File: src/rtl/hamming74_codec.sv
// Hamming(7,4) single-error-correcting codec.
// Encode and decode are independent one-cycle registered paths; the decoder
// also keeps a saturating count of words that arrived with a nonzero syndrome.
// Codeword bit i holds Hamming position i+1: parity at positions 1,2,4 and
// data u[0..3] at positions 3,5,6,7.
module hamming74_codec #(
  parameter int CNT_W = 16
) (
  input  logic             clk,
  input  logic             rst,
  input  logic             enc_valid,
  input  logic [3:0]       enc_data,
  output logic             enc_out_valid,
  output logic [6:0]       enc_code,
  input  logic             dec_valid,
  input  logic [6:0]       dec_code,
  output logic             dec_out_valid,
  output logic [2:0]       dec_syndrome,
  output logic [6:0]       dec_corrected,
  output logic [3:0]       dec_data,
  output logic             dec_err,
  output logic [CNT_W-1:0] err_count,
  input  logic             err_clr
);

  logic [6:0] enc_code_c;
  logic [2:0] syn_c;
  logic [6:0] flip_c;
  logic [6:0] corr_c;
  logic [3:0] data_c;
  logic       err_c;

  // Even parity over the data bits that share each parity position's index bit.
  always_comb begin
    enc_code_c    = '0;
    enc_code_c[0] = enc_data[0] ^ enc_data[1] ^ enc_data[3];
    enc_code_c[1] = enc_data[0] ^ enc_data[2] ^ enc_data[3];
    enc_code_c[2] = enc_data[0];
    enc_code_c[3] = enc_data[1] ^ enc_data[2] ^ enc_data[3];
    enc_code_c[4] = enc_data[1];
    enc_code_c[5] = enc_data[2];
    enc_code_c[6] = enc_data[3];
  end

  // Syndrome is the Hamming position of a single flipped bit; every nonzero
  // value names a bit, so correction is unconditional (double errors miscorrect).
  always_comb begin
    syn_c[0] = dec_code[0] ^ dec_code[2] ^ dec_code[4] ^ dec_code[6];
    syn_c[1] = dec_code[1] ^ dec_code[2] ^ dec_code[5] ^ dec_code[6];
    syn_c[2] = dec_code[3] ^ dec_code[4] ^ dec_code[5] ^ dec_code[6];
    err_c    = |syn_c;
    flip_c   = err_c ? (7'd1 << (syn_c - 3'd1)) : 7'd0;
    corr_c   = dec_code ^ flip_c;
    data_c   = {corr_c[6], corr_c[5], corr_c[4], corr_c[2]};
  end

  // Encode path register: data holds when no new nibble arrives.
  always_ff @(posedge clk or posedge rst) begin
    if (rst) begin
      enc_out_valid <= 1'b0;
      enc_code      <= '0;
    end else begin
      enc_out_valid <= enc_valid;
      if (enc_valid) enc_code <= enc_code_c;
    end
  end

  // Decode path register: data holds when no new word arrives.
  always_ff @(posedge clk or posedge rst) begin
    if (rst) begin
      dec_out_valid <= 1'b0;
      dec_syndrome  <= '0;
      dec_corrected <= '0;
      dec_data      <= '0;
      dec_err       <= 1'b0;
    end else begin
      dec_out_valid <= dec_valid;
      if (dec_valid) begin
        dec_syndrome  <= syn_c;
        dec_corrected <= corr_c;
        dec_data      <= data_c;
        dec_err       <= err_c;
      end
    end
  end

  // Error counter: clear wins over increment; sticks at all-ones instead of wrapping.
  always_ff @(posedge clk or posedge rst) begin
    if (rst) begin
      err_count <= '0;
    end else if (err_clr) begin
      err_count <= '0;
    end else if (dec_valid && err_c && (err_count != {CNT_W{1'b1}})) begin
      err_count <= err_count + CNT_W'(1);
    end
  end

endmodule

File: config.mk
export PLATFORM = sky130hd
export DESIGN_NAME = hamming74_codec
export DESIGN_NICKNAME = d
export VERILOG_FILES = /design/src/rtl/hamming74_codec.sv
export SDC_FILE = /design/constraint.sdc
export NUM_CORES = 1
export LEC_CHECK = 0
export CORE_AREA = 2 2 67 69
export CTS_BUF_LIST = sky130_fd_sc_hd__clkbuf_4 sky130_fd_sc_hd__clkbuf_8 sky130_fd_sc_hd__clkbuf_16
export CTS_CLUSTER_DIAMETER = 40
export DETAILED_ROUTE_END_ITERATION = 16
export DIE_AREA = 0 0 69 71
export GPL_TIMING_DRIVEN = 1
export PLACE_DENSITY_LB_ADDON = 0.3
export SLEW_MARGIN = 25
export SYNTH_ARGS = -nofsm -noshare
export SYNTH_HDL_FRONTEND = slang
export SYNTH_SLANG_ARGS = --single-unit
File: constraint.sdc
create_clock -name clk -period 3.55 [get_ports clk]
set_clock_uncertainty 0.1 [all_clocks]
set_input_delay 0.5325 -clock clk [delete_from_list [all_inputs] [get_ports clk]]
set_output_delay 0.5325 -clock clk [all_outputs]
set_load 0.005 [all_outputs]
==> impl_metrics.ini <==
[synthesis]
synth_area_leader_cell = dfrtp_1
synth_edf_count = 0
async_reset_ff_frac = 1.000
synth_nets = 229
syn-cell-area_mm2 = 0.002115
yosysTopAreaCellShare = 0.4260
synth.area.top_cells = dfrtp_1 43%, mux2_2 7.5%, xnor2_1 4.1%
synth_seq_area_share = 0.4260
avgSynthCellArea_um2 = 10.07
ys_ff_latch = 36
yosysWarningCount = 0
yosysUniqueCellTypes = 40
syn_inst = 210
ys.flop_type = dfrtp_1

[place]
hpwl_mm = 3.208
place.gp.congestion = 0.8907
dpl_cell_area_mm2 = 0.002714
place_ws_ns = 0.1725
portBuffers = 55
placed_cells = 310

[power_and_ir_drop]
p_leak_nw = 1.152
peakVddDrop_v = 0.0002786
clkPwrFrac = 0.286
switching_share = 0.2812
pwr-share-seq = 0.426
power.internal_uw = 802.9
pwr-share-comb = 0.288
p_total_mw = 1.117
p_per_area_mw_per_mm2 = 397.5
power_switching_uw = 314.2

[detailed_routing]
wirelength_mm = 4.503
drt-initial-drc-count = 163
ant_nets = 0
route.met2.wl_mm = 2.275
firstDrtPassIters = 4
top_layer = met4
route.detailed.drc = 0
wl_met1_mm = 1.941
vias_per_cell = 5.571
wl_met3_um = 209
routedWlPerCell_um = 14.21
vias = 1766

[sta]
max_freq_ghz = 0.3248
worst_slack_ns = 0.4715
hold_viol = 0
min_period_ns = 3.079
drv_slew = 0
whs_ns = 0.4116
rsz0062_at_grt = no
worst_slew_pin_slew_ns = 0.8854
setup_viol = 0
fin_setup_tns_ns = 0
slew_headroom = 0.4079
min_period_over_period = 0.8672

[clock_network]
cts_made_buffers = 5
clk_pin_slew_ns = 0.07
cts_sinks = 36
cts_resized = 0
hold_buffers = 0
clk_latency_ns = 0.29
post-cts-setup-buffer-count = 0
cts_tree = yes
cts_root_buffer = clkbuf_8
ctsLongestPathBuffers = 2
ctsHtreeMaxLevel = 2

[critical_path]
worst-path-max-fanout = 9
start_kind = input port
end_kind = flip-flop
crit_type = input port to flip-flop
worstPathCellList = clkdlybuf4s50_1 > xnor2_4 > xor2_1 > nor2_1 > ha_1 > and3b_1 > nand3_1 > nor4_1 > mux2_2
slowest_delay_ns = 0.54
cpMaxStageDelayCell = clkdlybuf4s50_1
r2r_setup_slack_ns = 1.38
worstPathRequired_ns = 3.63
cp.arrival_ns = 3.16

[floorplanning]
design.core.area_mm2 = 0.004204
io_pins = 56
die_area_mm2 = 0.004899
start_util = 0.5030
rows = 24
fp.dieW_um = 69
die_y_um = 71

[layout]
drive_above_1_share = 0.1245
fin_util = 0.6685
fin_nets = 284
syn2layout_area_growth_pct = 32.90
antenna_cells = 0
stdcell_area_mm2 = 0.002810
fin_cells = 317

[worst_hold_path]
hold_class = flip-flop to flip-flop

[grt]
first_global_vias = 1647
grt_start_max_net_pins = 29
grt_overflow = 0
grt_pass1_wl_mm = 7.755
grt.total_usage = 0.1966
grt_antenna_before_repair = 0

[job]
drv_cap = 0

[status]
status = finished clean
-- cells in the final DEF, fill, tap and decap left out, types with 6 or more instances in the layout --
master and count:
or4_1 6, nor2b_1 11, clkdlybuf4s50_1 55, buf_4 7, dfrtp_1 36, clkbuf_8 7
mux2_2 14, xnor2_1 10, nor2_1 23, o31ai_1 7, nand2_1 7, a21oi_1 13
-- final timing paths --
kind                       cells after the start            end    startpoint
min in group asynchronous                      2  err_count[12]           rst
max in group asynchronous                      3  enc_out_valid           rst
min                                            1    enc_code[6]   enc_code[6]
max                                            9  err_count[15]   dec_code[2]
min reg2reg                                    1    enc_code[6]   enc_code[6]
max reg2reg                                    5  err_count[15]  err_count[0]
-- layout make-up --
class | instances | area (um^2)
flip-flops and latches | 36 | 900.9
fillers | 364 | 1394
clock buffers | 7 | 96.34
well taps | 52 | 65.06
repair buffers | 62 | 603.1
multi-input cells | 155 | 1126
inverters | 5 | 18.77
-- state kept, by name, indices dropped and copies added (netlist names) --
name,count
dec_corrected,7
dec_err,1
dec_out_valid,1
dec_syndrome,3
enc_code,7
enc_out_valid,1
err_count,16
-- cell families after synthesis --
kind of cell	count (synthesis)	synth area share
XOR/XNOR	15	0.08343
buffers and inverters	19	0.04142
multiplexers	21	0.1101
AND/OR/NAND/NOR	81	0.2136
flip-flops	36	0.4260
adder cells (fa/ha/maj)	3	0.01775
AO/OA/AOI/OAI	35	0.1077
-- synth_stat cells, drive strengths merged (5+ instances only) --
| master | number |
|---|---|
| nand2b | 5 |
| nand2 | 7 |
| o31ai | 7 |
| inv | 5 |
| buf | 5 |
| nand4 | 5 |
| nor2 | 23 |
| mux2 | 18 |
| xnor2 | 12 |
| or4 | 6 |
| a31oi | 5 |
| clkbuf | 9 |
| a21oi | 13 |
| dfrtp | 36 |
| nor2b | 11 |
-- critical path: cells and delay by family --
| kind | cells | cell delay, ns |
|---|---|---|
| and+or+nand+nor | 4 | 0.95 |
| xor gates and xnor gates | 2 | 0.55 |
| buffers and inverters | 1 | 0.54 |
| muxes | 1 | 0.36 |
| adders and majority gates | 1 | 0.22 |
-- routing by layer --
layer	GRT usage	vias up
met3	0.04416	6
li1	-	868
met4	0.08061	0
met5	0	-
met2	0.3291	40
met1	0.2477	852
-- power by group through the flow --
| stage | clock network [mW] | registers, mW | logic, mW |
|---|---|---|---|
| 2_1_floorplan | 0 | 0.484 | 0.168 |
| 3_3_place_gp | 0 | 0.483 | 0.320 |
| 3_5_place_dp | 0 | 0.483 | 0.324 |
| 4_1_cts | 0.331 | 0.477 | 0.326 |
| 5_1_grt | 0.350 | 0.481 | 0.354 |
| 6_report | 0.319 | 0.476 | 0.322 |
Note: power is estimated with default switching activity, not from simulation.
==> RTL edit (config.mk and constraints unchanged) <==
The output `dec_out_valid` loses its register stage (`dec_out_valid` becomes a continuous assignment).
--- a/src/rtl/hamming74_codec.sv
+++ b/src/rtl/hamming74_codec.sv
@@ -70,3 +70,2 @@
     if (rst) begin
-      dec_out_valid <= 1'b0;
       dec_syndrome  <= '0;
@@ -76,3 +75,2 @@
     end else begin
-      dec_out_valid <= dec_valid;
       if (dec_valid) begin
@@ -85,2 +83,4 @@
   end
+
+  assign dec_out_valid = dec_valid;
 
Behaviour: not the same (a bounded check fails within 4 cycles, from zero or initial values and one cycle with rst high).
==> RTL edit against the unedited design <==
- sequential cell count down 1
- largest power group unchanged
- wire length up 1.7%
- critical path type unchanged
- power down 1.4%
- final area down 0.80%
- critical endpoint unchanged
- fmax down 1.4%
- clock power down 1%
- setup slack worse by 45 ps
- highest routed layer unchanged
- combinational power about the same
- synthesized area down 0.83%
- first-iteration DRC count down 29%
==> RTL edit: results (changes against the unedited design) <==
SETUP PATH
--------------------------------------------------------------------------------------
Signal arrival time at the worst endpoint                                      3210 ps   +50 ps
Worst-path maximum fanout                                                            9   unchanged

LOGIC SYNTHESIS
--------------------------------------------------------------------------------------
Avg Synthesized Cell Area                                                    9.986 um2   -0.83%
List of most frequent post-synthesis cells                                sky130_fd_sc_hd__dfrtp_1 (35), sky130_fd_sc_hd__nor2_1 (23), sky130_fd_sc_hd__mux2_2 (14), sky130_fd_sc_hd__a21oi_1 (13), sky130_fd_sc_hd__nor2b_1 (11)
Synth async-reset ratio                                                         100.0%   unchanged
Synth Warn #                                                                         0   unchanged
Cell types with the largest area share after synthesis                    sky130_fd_sc_hd__dfrtp_1 (42%), sky130_fd_sc_hd__mux2_2 (7.5%), sky130_fd_sc_hd__xnor2_1 (4.2%)
Nets in the synthesized netlist                                                    229   unchanged
Number of distinct standard cells referenced by the synthesized netlist             40   unchanged
Part of the Yosys area used for sequential elements                             41.77%   -0.84 points
Post-synth top flop                                                       sky130_fd_sc_hd__dfrtp_1

POWER AND IR DROP
--------------------------------------------------------------------------------------
Worst voltage drop across the vdd grid                                        311.8 uV   +12%
Total leakage power                                                           1.138 nW   -1.3%

GLOBAL ROUTE
--------------------------------------------------------------------------------------
Total track usage                                                               19.95%   +0.29 points
Antenna violations before repair                                                     0   unchanged
Pin count of the biggest net entering global routing                                29   unchanged
Global-route wire length before repair                                         7976 um   +2.8%
Vias in the first global route                                                   1,669   +1.3%

CELLS AND AREA
--------------------------------------------------------------------------------------
Final net count                                                                    283   -0.35%
Number of inserted diodes                                                            0   unchanged
Biggest registers after layout                                            err_count: 16 flops, dec_corrected: 7 flops, enc_code: 7 flops
Share of post-route cells with drive strength above 1                           12.83%   +0.38 points
Filler Cells Inserted                                                              358   -1.6%

MIN PATH
--------------------------------------------------------------------------------------
Worst min path class                                                      flop to flop

CTS
--------------------------------------------------------------------------------------
Clock transition at path regs                                                    80 ps
Root buffer cell                                                          sky130_fd_sc_hd__clkbuf_8
Maximum count of clock buffers along a single path                                   2   unchanged
CTS H-tree lvls                                                                      2   unchanged
Inserted Clock Buffers                                                               5   unchanged
# resized after CTS                                                                  0   unchanged
Clock insertion delay at the later pin of the skew report                       290 ps   about the same
Total setup buffers inserted after CTS                                               0   unchanged

DETAILED ROUTING
--------------------------------------------------------------------------------------
Average wire per standard cell                                                14.45 um   +1.7%
Pre-antenna DRT Iters                                                                4   unchanged
Overall via count from detail_route                                              1,790   +1.4%
Number of DRC markers after the initial detailed-route iteration                   115   -29%
Routed wire length                                                             4580 um   +1.7%

STATUS
--------------------------------------------------------------------------------------
Result of the run                                                         finished, final reports clean

PLACED DESIGN
--------------------------------------------------------------------------------------
Placed wire-length estimate                                                    3295 um   +2.7%
Number of port buffers                                                              55   unchanged
Final GP Congestion                                                             0.8788   -1.3%
Placed cell count                                                                  309   -0.32%

TIMING
--------------------------------------------------------------------------------------
Remaining max-slew budget at the tightest pin                                   36.92%   -3.9 points

RTL edit: where the power goes:
| group | internal, mW | total, mW | switching [mW] |
|---|---|---|---|
| Combinational | 0.180 | 0.322 | 0.142 |
| Sequential | 0.438 | 0.465 | 0.0272 |
| Clock | 0.158 | 0.315 | 0.156 |
RTL edit: layout make-up:
type | instances | share of cell area, %
tap | 52 | 2.334
sequential | 35 | 31.42
inverter | 5 | 0.6733
clock buffer | 6 | 2.962
clock inverter | 2 | 0.5835
timing repair buffer | 62 | 21.63
multi-input combinational | 155 | 40.40
RTL edit: worst paths after layout:
kind,cells past startpoint,slack [ps],start,to
min in group asynchronous,2,620,rst,enc_out_valid$_DFF_PP0_
max in group asynchronous,3,2020,rst,err_count[4]$_DFFE_PP0P_
min,1,420,enc_code[6]$_DFFE_PP0P_,enc_code[6]$_DFFE_PP0P_
max reg2reg,5,1290,err_count[0]$_DFFE_PP0P_,err_count[15]$_DFFE_PP0P_
max,9,430,dec_code[4],err_count[15]$_DFFE_PP0P_
min reg2reg,1,420,enc_code[6]$_DFFE_PP0P_,enc_code[6]$_DFFE_PP0P_
RTL edit: cells by family after synthesis:
kind of cell | count (synthesis) | share of synthesized area [%]
fa+ha+maj | 3 | 1.790
flops | 35 | 41.77
buf+inv | 20 | 4.535
xor+xnor | 15 | 8.413
compound gates | 35 | 10.86
simple gates | 81 | 21.54
mux | 21 | 11.10
RTL edit: per-layer routing:
metal / global-route usage (%) / wire length, um
met1: 26.22 / 2030
met2: 33.23 / 2274
met3: 4.986 / 227
met4: 5.229 / 47
met5: 0 / 0
RTL edit: through the flow:
step	hold slack (ps)	total power [mW]	utilization (%)	instance area [um2]	setup WS, ps
global route	440.6	1.167	66.31	2788	225.5
finish	416.5	1.102	66.31	2788	426.6
detailed placement	399.6	0.7940	63.96	2689	129.2
floorplan	405.5	0.6403	-	2097	677.6
CTS	422.5	1.114	66.31	2788	450.8
global placement	389.0	0.7921	63.96	2689	249.0
RTL edit: worst max-delay path, stage by stage:
cell	delay, ps
sky130_fd_sc_hd__clkdlybuf4s50_1	590
sky130_fd_sc_hd__xnor2_4	280
sky130_fd_sc_hd__xor2_1	200
sky130_fd_sc_hd__nor2_1	90
sky130_fd_sc_hd__ha_1	220
sky130_fd_sc_hd__and3b_1	240
sky130_fd_sc_hd__nand3_1	240
sky130_fd_sc_hd__nor4_1	440
sky130_fd_sc_hd__mux2_2	380
